==> src/rtl/data_bus_pkg.sv <==
// data_bus_pkg: shared state encoding and default address map for the data bus master.
package data_bus_pkg;
  typedef enum logic [1:0] {IDLE, BUS, ERR} state_e;
  localparam int unsigned ERR_DATA = 0;
  localparam logic [127:0] DEF_BASE = {32'h0003_0000, 32'h0002_0000, 32'h0001_0000, 32'h0000_0000};
  localparam logic [127:0] DEF_MASK = {4{32'hFFFF_0000}};
endpackage

==> src/rtl/data_bus_decode.sv <==
// data_bus_decode: address to one-hot slave select, lowest matching index wins.
module data_bus_decode
  import data_bus_pkg::*;
#(
  parameter int NUM_SLAVES = 4,
  parameter int ADDR_W = 32,
  parameter logic [NUM_SLAVES*ADDR_W-1:0] SLAVE_BASE = DEF_BASE,
  parameter logic [NUM_SLAVES*ADDR_W-1:0] SLAVE_MASK = DEF_MASK
) (
  input  logic [ADDR_W-1:0]     addr_i,
  output logic [NUM_SLAVES-1:0] hit_o,
  output logic                  any_o
);
  logic [NUM_SLAVES-1:0] raw;
  for (genvar i = 0; i < NUM_SLAVES; i++) begin : g_hit
    assign raw[i] = (addr_i & SLAVE_MASK[i*ADDR_W +: ADDR_W]) == SLAVE_BASE[i*ADDR_W +: ADDR_W];
  end
  // isolate the lowest set bit so overlapping regions resolve by priority
  assign hit_o = raw & (~raw + NUM_SLAVES'(1));
  assign any_o = |raw;
endmodule

==> src/rtl/data_bus_wb.sv <==
// data_bus_wb: single-beat Wishbone master with address decode for the CPU data port.
// Optional ACK timeout abort enabled by defining DATA_BUS_TIMEOUT_EN.
module data_bus_wb
  import data_bus_pkg::*;
#(
`ifdef DATA_BUS_TIMEOUT_EN
  parameter int TIMEOUT = 16,
`endif
  parameter int NUM_SLAVES = 4,
  parameter int ADDR_W = 32,
  parameter int DATA_W = 32,
  parameter logic [NUM_SLAVES*ADDR_W-1:0] SLAVE_BASE = DEF_BASE,
  parameter logic [NUM_SLAVES*ADDR_W-1:0] SLAVE_MASK = DEF_MASK
) (
  input  logic                         I_clk,
  input  logic                         I_rst,
  input  logic                         I_req,
  input  logic                         I_memrw,
  input  logic [ADDR_W-1:0]            I_address,
  input  logic [DATA_W-1:0]            I_data,
  output logic [DATA_W-1:0]            O_data,
  output logic                         O_done,
  output logic                         O_err,
  output logic                         O_busy,
  output logic                         O_cyc,
  output logic [NUM_SLAVES-1:0]        O_stb,
  output logic                         O_we,
  output logic [ADDR_W-1:0]            O_adr,
  output logic [DATA_W-1:0]            O_dat,
  input  logic [NUM_SLAVES*DATA_W-1:0] I_dat,
  input  logic [NUM_SLAVES-1:0]        I_ack
);
  state_e state_q, state_d;
  logic [ADDR_W-1:0] adr_q, adr_d;
  logic [DATA_W-1:0] dat_q, dat_d, data_q, data_d, rdata;
  logic [NUM_SLAVES-1:0] stb_q, stb_d, hit;
  logic we_q, we_d, cyc_q, cyc_d, done_q, done_d, err_q, err_d, any, ack;
`ifdef DATA_BUS_TIMEOUT_EN
  localparam int CW = $clog2(TIMEOUT + 1);
  logic [CW-1:0] cnt_q, cnt_d;
`endif
  data_bus_decode #(
    .NUM_SLAVES(NUM_SLAVES), .ADDR_W(ADDR_W), .SLAVE_BASE(SLAVE_BASE), .SLAVE_MASK(SLAVE_MASK)
  ) u_decode (.addr_i(I_address), .hit_o(hit), .any_o(any));
  assign ack = |(I_ack & stb_q);
  always_comb begin
    rdata = '0;
    for (int k = 0; k < NUM_SLAVES; k++) rdata = rdata | (stb_q[k] ? I_dat[k*DATA_W +: DATA_W] : '0);
  end
  always_comb begin
    state_d = state_q;
    adr_d = adr_q;
    dat_d = dat_q;
    we_d = we_q;
    stb_d = stb_q;
    cyc_d = cyc_q;
    data_d = data_q;
    done_d = 1'b0;
    err_d = 1'b0;
`ifdef DATA_BUS_TIMEOUT_EN
    cnt_d = cnt_q;
`endif
    case (state_q)
      IDLE: if (I_req) begin
        adr_d = I_address;
        dat_d = I_data;
        we_d = I_memrw;
        stb_d = hit;
        cyc_d = any;
        state_d = any ? BUS : ERR;
`ifdef DATA_BUS_TIMEOUT_EN
        cnt_d = '0;
`endif
      end
      BUS: begin
        if (ack) begin
          state_d = IDLE;
          stb_d = '0;
          cyc_d = 1'b0;
          done_d = 1'b1;
          data_d = we_q ? data_q : rdata;
        end
`ifdef DATA_BUS_TIMEOUT_EN
        else if (cnt_q == CW'(TIMEOUT - 1)) begin
          state_d = IDLE;
          stb_d = '0;
          cyc_d = 1'b0;
          done_d = 1'b1;
          err_d = 1'b1;
          data_d = DATA_W'(ERR_DATA);
        end else cnt_d = cnt_q + CW'(1);
`endif
      end
      ERR: begin
        state_d = IDLE;
        done_d = 1'b1;
        err_d = 1'b1;
        data_d = DATA_W'(ERR_DATA);
      end
      default: state_d = IDLE;
    endcase
  end
  always_ff @(posedge I_clk) begin
    if (I_rst) begin
      state_q <= IDLE;
      adr_q <= '0;
      dat_q <= '0;
      we_q <= 1'b0;
      stb_q <= '0;
      cyc_q <= 1'b0;
      data_q <= '0;
      done_q <= 1'b0;
      err_q <= 1'b0;
`ifdef DATA_BUS_TIMEOUT_EN
      cnt_q <= '0;
`endif
    end else begin
      state_q <= state_d;
      adr_q <= adr_d;
      dat_q <= dat_d;
      we_q <= we_d;
      stb_q <= stb_d;
      cyc_q <= cyc_d;
      data_q <= data_d;
      done_q <= done_d;
      err_q <= err_d;
`ifdef DATA_BUS_TIMEOUT_EN
      cnt_q <= cnt_d;
`endif
    end
  end
  assign O_data = data_q;
  assign O_done = done_q;
  assign O_err = err_q;
  assign O_busy = cyc_q;
  assign O_cyc = cyc_q;
  assign O_stb = stb_q;
  assign O_we = we_q;
  assign O_adr = adr_q;
  assign O_dat = dat_q;
endmodule

==> config.mk <==
export PLATFORM = sky130hd
export DESIGN_NAME = data_bus_wb
export DESIGN_NICKNAME = d
export VERILOG_FILES = /design/src/rtl/data_bus_pkg.sv /design/src/rtl/data_bus_decode.sv /design/src/rtl/data_bus_wb.sv
export SDC_FILE = /design/constraint.sdc
export NUM_CORES = 1
export LEC_CHECK = 0
export CAP_MARGIN = 20
export CORE_ASPECT_RATIO = 0.8
export CORE_MARGIN = 4
export CORE_UTILIZATION = 32
export CTS_CLUSTER_SIZE = 10
export DETAILED_ROUTE_END_ITERATION = 8
export PLACE_DENSITY = 0.76
export REMOVE_ABC_BUFFERS = 1
export SLEW_MARGIN = 40
export SYNTH_ARGS = -nofsm -noshare
export SYNTH_HDL_FRONTEND = slang
export SYNTH_SLANG_ARGS = --single-unit
==> constraint.sdc <==
create_clock -name I_clk -period 1.5 [get_ports I_clk]
set_input_delay 0.3 -clock I_clk [delete_from_list [all_inputs] [get_ports I_clk]]
set_output_delay 0.3 -clock I_clk [all_outputs]
set_load 0.05 [all_outputs]
==> After elaboration in Yosys (flattened, before gate mapping) <==
Index checks and enable logic that the tools add are counted.
{ "totals": {"reg_bits": 106, "output_inout_bits": 105, "wordCells": 54, "in_bits": 200} }
{ "classes": {"eq_ne": 8, "n_reduce_logical": 10, "bitwise": 6, "addsub": 1, "muxes": 20} }
{ "op_table": {"columns": ["operator", "count"], "rows": [
  ["two-way mux 32 bit", 6],
  ["bitwise OR 32 bit", 3],
  ["case mux 32 bit (2 select lines)", 1],
  ["== test 16 x 2 -> 1 bit (second input constant)", 2],
  ["logical NOT 32 bit", 1],
  ["== test 16 x 1 -> 1 bit (second input constant)", 1],
  ["bitwise AND 4 bit", 2],
  ["two-way mux 4 bit", 2],
  ["case mux 4 bit (2 select lines)", 1],
  ["OR reduction 4 bit", 2],
  ["two-way mux 2 bit", 3],
  ["inequality test 2 bit (second input constant)", 3],
  ["AND reduction 3 bit", 2],
  ["adder 4 x 1 -> 4 bit (second input constant)", 1],
  ["two-way mux 1 bit", 4],
  ["NOT 4 bit", 1],
  ["case mux 1 bit (2 select lines)", 2],
  ["case mux 2 bit (2 select lines)", 1],
  ["AND reduction 2 bit", 2],
  ["nonzero test 2 bit", 2],
  ["== test 2 x 1 -> 1 bit (second input constant)", 1],
  ["== test 2 bit (second input constant)", 1],
  ["logical NOT 2 bit", 1]
]} }

==> Depth between registers and ports, before layout <==
{ "logic_depth": {"word_depth": 7, "mapped_depth": 8, "depth_no_buf": 6} }

==> Modules after synthesis <==
Synthesis repeated with hierarchy kept, for this count alone.
{ "unflattened": {"cells_unflattened": 541, "hier_area_um2": 4654.5} }
{ "by_module_without_submodules": {"columns": ["mod", "n_inst", "area_per_inst_um2", "seq_area_each_um2", "cells_each"], "rows": [
  ["data_bus_wb", 1, 4538.1, 2122.0, 528],
  ["data_bus_decode", 1, 116.4, 0.0, 13]
]} }

==> Worst setup path after synthesis <==
No wires, ideal clock.
{ "synth_path": {"kind": "register to register", "start": "reg stb_q[2], in the netlist O_stb[2]", "end": "reg data_q[10], in the netlist O_data[10]", "stages_incl_launch_ff": 7, "required_ps": 1432, "arrival_ps": 1623, "slack_ps": -191, "setup_time_ps": 68, "cell_sequence": "dfxtp_1 -> buf_4 -> a22oi_4 -> a21oi_2 -> a211oi_4 -> buf_6 -> o2bb2ai_2"} }
{ "synth_via": {"elab_chain_len": 6, "word_cells_on_any_way": 10, "classes_between": "eq/ne: 1; mux: 4; bitwise: 3; reduce/logical: 2"} }
{ "synth_rtl": {"columns": ["element", "line_no", "rtl"], "rows": [
  ["from (decl)", "data_bus_wb.sv:36", "logic [NUM_SLAVES-1:0] stb_q, stb_d, hit;"],
  ["from (signal assigned)", "data_bus_wb.sv:122", "stb_q <= stb_d;"],
  ["two-way mux 32 bit", "data_bus_wb.sv:48", "for (int k = 0; k < NUM_SLAVES; k++) rdata = rdata | (stb_q[k] ? I_dat[k*DATA_W +: DATA_W] : '0);"],
  ["bitwise OR 32 bit (2 in series)", "data_bus_wb.sv:48", null],
  ["two-way mux 32 bit", "data_bus_wb.sv:81", "data_d = we_q ? data_q : rdata;"],
  ["two-way mux 32 bit", "data_bus_wb.sv:76", "if (ack) begin"],
  ["case mux 32 bit (2 select lines)", "data_bus_wb.sv:63", "case (state_q)"],
  ["to (signal assigned)", "data_bus_wb.sv:124", "data_q <= data_d;"],
  ["to (decl)", "data_bus_wb.sv:35", "logic [DATA_W-1:0] dat_q, dat_d, data_q, data_d, rdata;"]
]} }
Parallel ways exist; a longest one is shown, timed or not. The select of a mux whose other input is x is not followed.
A chain may end at the register's enable or synchronous reset.

==> Worst setup path after layout <==
{ "layout_path": {"start": "reg state_q[0]", "end": "reg data_q[5], in the netlist O_data[5]"} }
{ "layout_via": {"elab_chain_len": 3, "word_cells_on_any_way": 7, "classes_between": "eq/ne: 4; mux: 1; reduce/logical: 2"} }
{ "layout_rtl": {"columns": ["element", "line_no", "rtl"], "rows": [
  ["from (decl)", "data_bus_wb.sv:33", "state_e state_q, state_d;"],
  ["from (signal assigned)", "data_bus_wb.sv:118", "state_q <= state_d;"],
  ["== test 2 x 1 -> 1 bit / == test 2 bit (equally long branches)", "data_bus_wb.sv:63", null],
  ["inequality test 2 bit (no source line) / nonzero test 2 bit (equally long branches)", null, null],
  ["AND reduction 3 bit (no source line)", null, null]
]} }
Parallel ways exist; a longest one is shown, timed or not.

==> metrics.csv <==
stage;metric;value;unit
outcome;status;finished with violations;
outcome;failing checks;setup timing;
detailed_routing;DRC viols;0;
placed_design;DP HPWL;14.9;mm
cts;Root Buffer;clkbuf_16;
critical_path;required time of the critical path;1.76;ns
layout;fillers;963;
cts;H-tree levels;3;
synth;dominant cells by area after synthesis;dfxtp_1, nand2_1, o2bb2ai_2;
floorplanning;IO Pins;305;
synth;library cells used by synthesis;32;
floorplanning;initial core utilization;0.330;
synth;Synth Instances;487;
layout;Net count, final;994;
critical_path;crit path DAT;1.79;ns
layout;share of layout cells above drive strength 1;0.266;
cts;CTS sink cnt;106;
sta;Hold Vio Cnt, Final;0;
critical_path;Critical Path Sink Type;register;
critical_path;cell family with most CP delay;simple AND/OR/NAND/NOR gates;
detailed_routing;via count;5038;
sta;fin. max-slew vios;0;
synth;Main synth FF type;dfxtp_1;
global_routing;first-pass GRT wire length;29.0;mm
floorplanning;Die Ht;114;µm
detailed_routing;Post-DRT Antenna Nets;0;
sta;Worst Setup Slack, final;-0.0311;ns
floorplanning;CORE AREA;13700;µm²
layout;final non-filler cell total;976;
global_routing;initial antenna violation count;0;
sta;final setup fails;19;
global_routing;overall routing resource usage;0.229;
critical_path;Crit Path Category;register to register;
detailed_routing;drt wl/cell;20.2;µm
critical_path;cells along the critical path;inv_1, ha_2, nor3_1, nand3_2, buf_12, o2bb2ai_2;
cts;CTS buffer count;9;
hold_path;Worst Hold Class;primary input to register;
synth;EDFF count, synth;0;
cts;TritonCTS clock tree;done;
global_routing;largest net degree at the start of global routing;66;
cts;Worst-path clk slew;0.07;ns
critical_path;Worst path slowest cell;dfxtp_2;
critical_path;nature of the critical path startpoint;register;
sta;setup TNS;-0.189;ns
global_routing;vias in the first global route;5313;
detailed_routing;total wire length;19.8;mm
power_and_ir_drop;PD cells;750;nW/µm²
cts;Max Root-Sink Buffers;2;
global_routing;grt total ovfl;0;
floorplanning;Cell Rows;38;
placed_design;routability cong.;0.929;
synth;fraction of registers with async set/reset;0;
sta;worst-margin pin slew;0.483;ns
synth;Mapped Area;4520;µm²
sta;f_max;0.653;GHz
power_and_ir_drop;worst vdd ir;0.616;mV
synth;area share of the largest cell type after synthesis;0.469;
sta;unrepaired setup endpoints after global routing;true;
synth;cell type with the highest aggregate area in the netlist;dfxtp_1;
critical_path;critical-path maximum fanout;32;
synth;mean area per synthesized cell;9.29;µm²
synth;Seq/Total Area, Yosys;0.469;
cts;clock latency on the worst-skew pair;0.33;ns
placed_design;number of port buffers;304;
sta;Slew HR;0.678;
placed_design;DP Cell Count;952;
flow_run;Max-cap violations;0;
floorplanning;Die Area;16100;µm²
cts;Post-CTS Hold Fix Bufs;0;
synth;synthesis warning total;0;
detailed_routing;initial detailed-routing violation count;242;
synth;count leader, synth;nand2_1;
synth;most frequent cells after synthesis;nand2_1, dfxtp_1, a21oi_1, a221oi_1, a22o_1;
floorplanning;Die W;141;µm
synth;flops & latches, synth;106;
detailed_routing;Pre-antenna DRT Iters;4;
sta;crit path time final;1.53;ns
critical_path;CP peak stage delay;0.34;ns
layout;ANT cells;0;
layout;Area Overhead vs Synth;109;%
detailed_routing;vias per cell;5.16;
power_and_ir_drop;Leakage;3.54;nW
sta;period utilisation layout;1.02;
critical_path;CP Buf/Inv Count;2;
sta;clock skew;0.00829;ns
## what timing repair did
item / in CTS / in global routing
buffers inserted: 3 / 0
pin swaps: 7 / 3
gates resized for setup: 30 / 6
endpoints found under the setup margin: 42 / 79
gates cloned: 3 / 2
endpoints found under the hold margin: 0 / 0
## registers in the layout (all words and copies together) (netlist names)
signal and cells:
O_adr 32, O_done 1, state_q 2, O_dat 32
O_stb 4, O_data 32, O_we 1, O_busy 1
O_err 1
## cells in the final DEF, fill, tap and decap left out, types with 2 or more instances in the layout
cell and count:
a21oi_1 68, a221oi_1 32, a22o_1 32, a22oi_4 2
a32o_1 4, buf_12 113, buf_16 2, buf_4 19
buf_6 4, clkbuf_16 11, clkdlybuf4s50_1 188, clkinv_4 3
dfxtp_1 100, dfxtp_2 6, dlygate4sd2_1 10, ha_2 2
inv_1 3, nand2_1 132, nand3_1 2, nor2_1 3
nor2b_1 2, nor4_2 3, o2bb2ai_2 30
## through the flow
| step | area (µm²) | setup slack, ns | power, mW | utilization | hold WS [ns] |
|---|---|---|---|---|---|
| finish | 9460 | -0.0311 | 7.09 | 0.691 | 0.365 |
| global route | 9460 | -0.0895 | 7.37 | 0.691 | 0.353 |
| CTS | 9390 | -0.0152 | 7.13 | 0.685 | 0.345 |
| detailed placement | 8920 | -0.519 | 4.83 | 0.652 | 0.483 |
| global placement | 8920 | -0.613 | 4.78 | 0.652 | 0.478 |
| floorplan | 4290 | -1.44 | 3.63 | - | 0.369 |
## area by class of cell
| type | instances | area, µm² | share of cell area |
|---|---|---|---|
| well taps | 180 | 225 | 0.0238 |
| clock inverters | 6 | 50.0 | 0.00529 |
| clock buffers | 10 | 239 | 0.0253 |
| inverters | 4 | 15.0 | 0.00159 |
| repair buffers | 340 | 4560 | 0.482 |
| flip-flops and latches | 106 | 2130 | 0.225 |
| multi-input cells | 330 | 2240 | 0.236 |
## kinds of logic after synthesis
family / share of synthesized area
adders and majority gates: 0.00830
DFF: 0.469
buffers and inverters: 0.0548
AOI/OAI and AO/OA: 0.332
and+or+nand+nor: 0.136
## power by group
group          switching (mW)  leakage [nW]  total (mW)  internal (mW)
clock network            1.06         0.141        2.25           1.19
registers               0.116         0.868        3.04           2.92
logic                   0.800          2.53        1.80          0.997
total                    1.98          3.54        7.09           5.11
## routing by layer
layer	wire [µm]	vias up	part of all wire	GRT usage
met3	1910	25	0.097	0.0881
met4	349	0	0.018	0.0646
met1	7090	2406	0.36	0.234
met5	0	-	0	0
li1	-	2373	-	-
met2	10400	234	0.53	0.435
## final timing paths
| kind | startpoint | end | slack (ns) | cells after the start |
|---|---|---|---|---|
| worst max-delay path | state_q[0]$_SDFFE_PP0P_ | O_data[5]$_SDFFE_PP0P_ | -0.03 | 6 |
| worst min-delay path | I_rst | O_err$_SDFF_PP0_ | 0.37 | 2 |
| worst max register to register | state_q[0]$_SDFFE_PP0P_ | O_data[5]$_SDFFE_PP0P_ | -0.03 | 6 |
| worst min register to register | O_adr[21]$_SDFFE_PP0P_ | O_adr[21]$_SDFFE_PP0P_ | 0.49 | 2 |
Note: power is estimated with default switching activity, not from simulation.
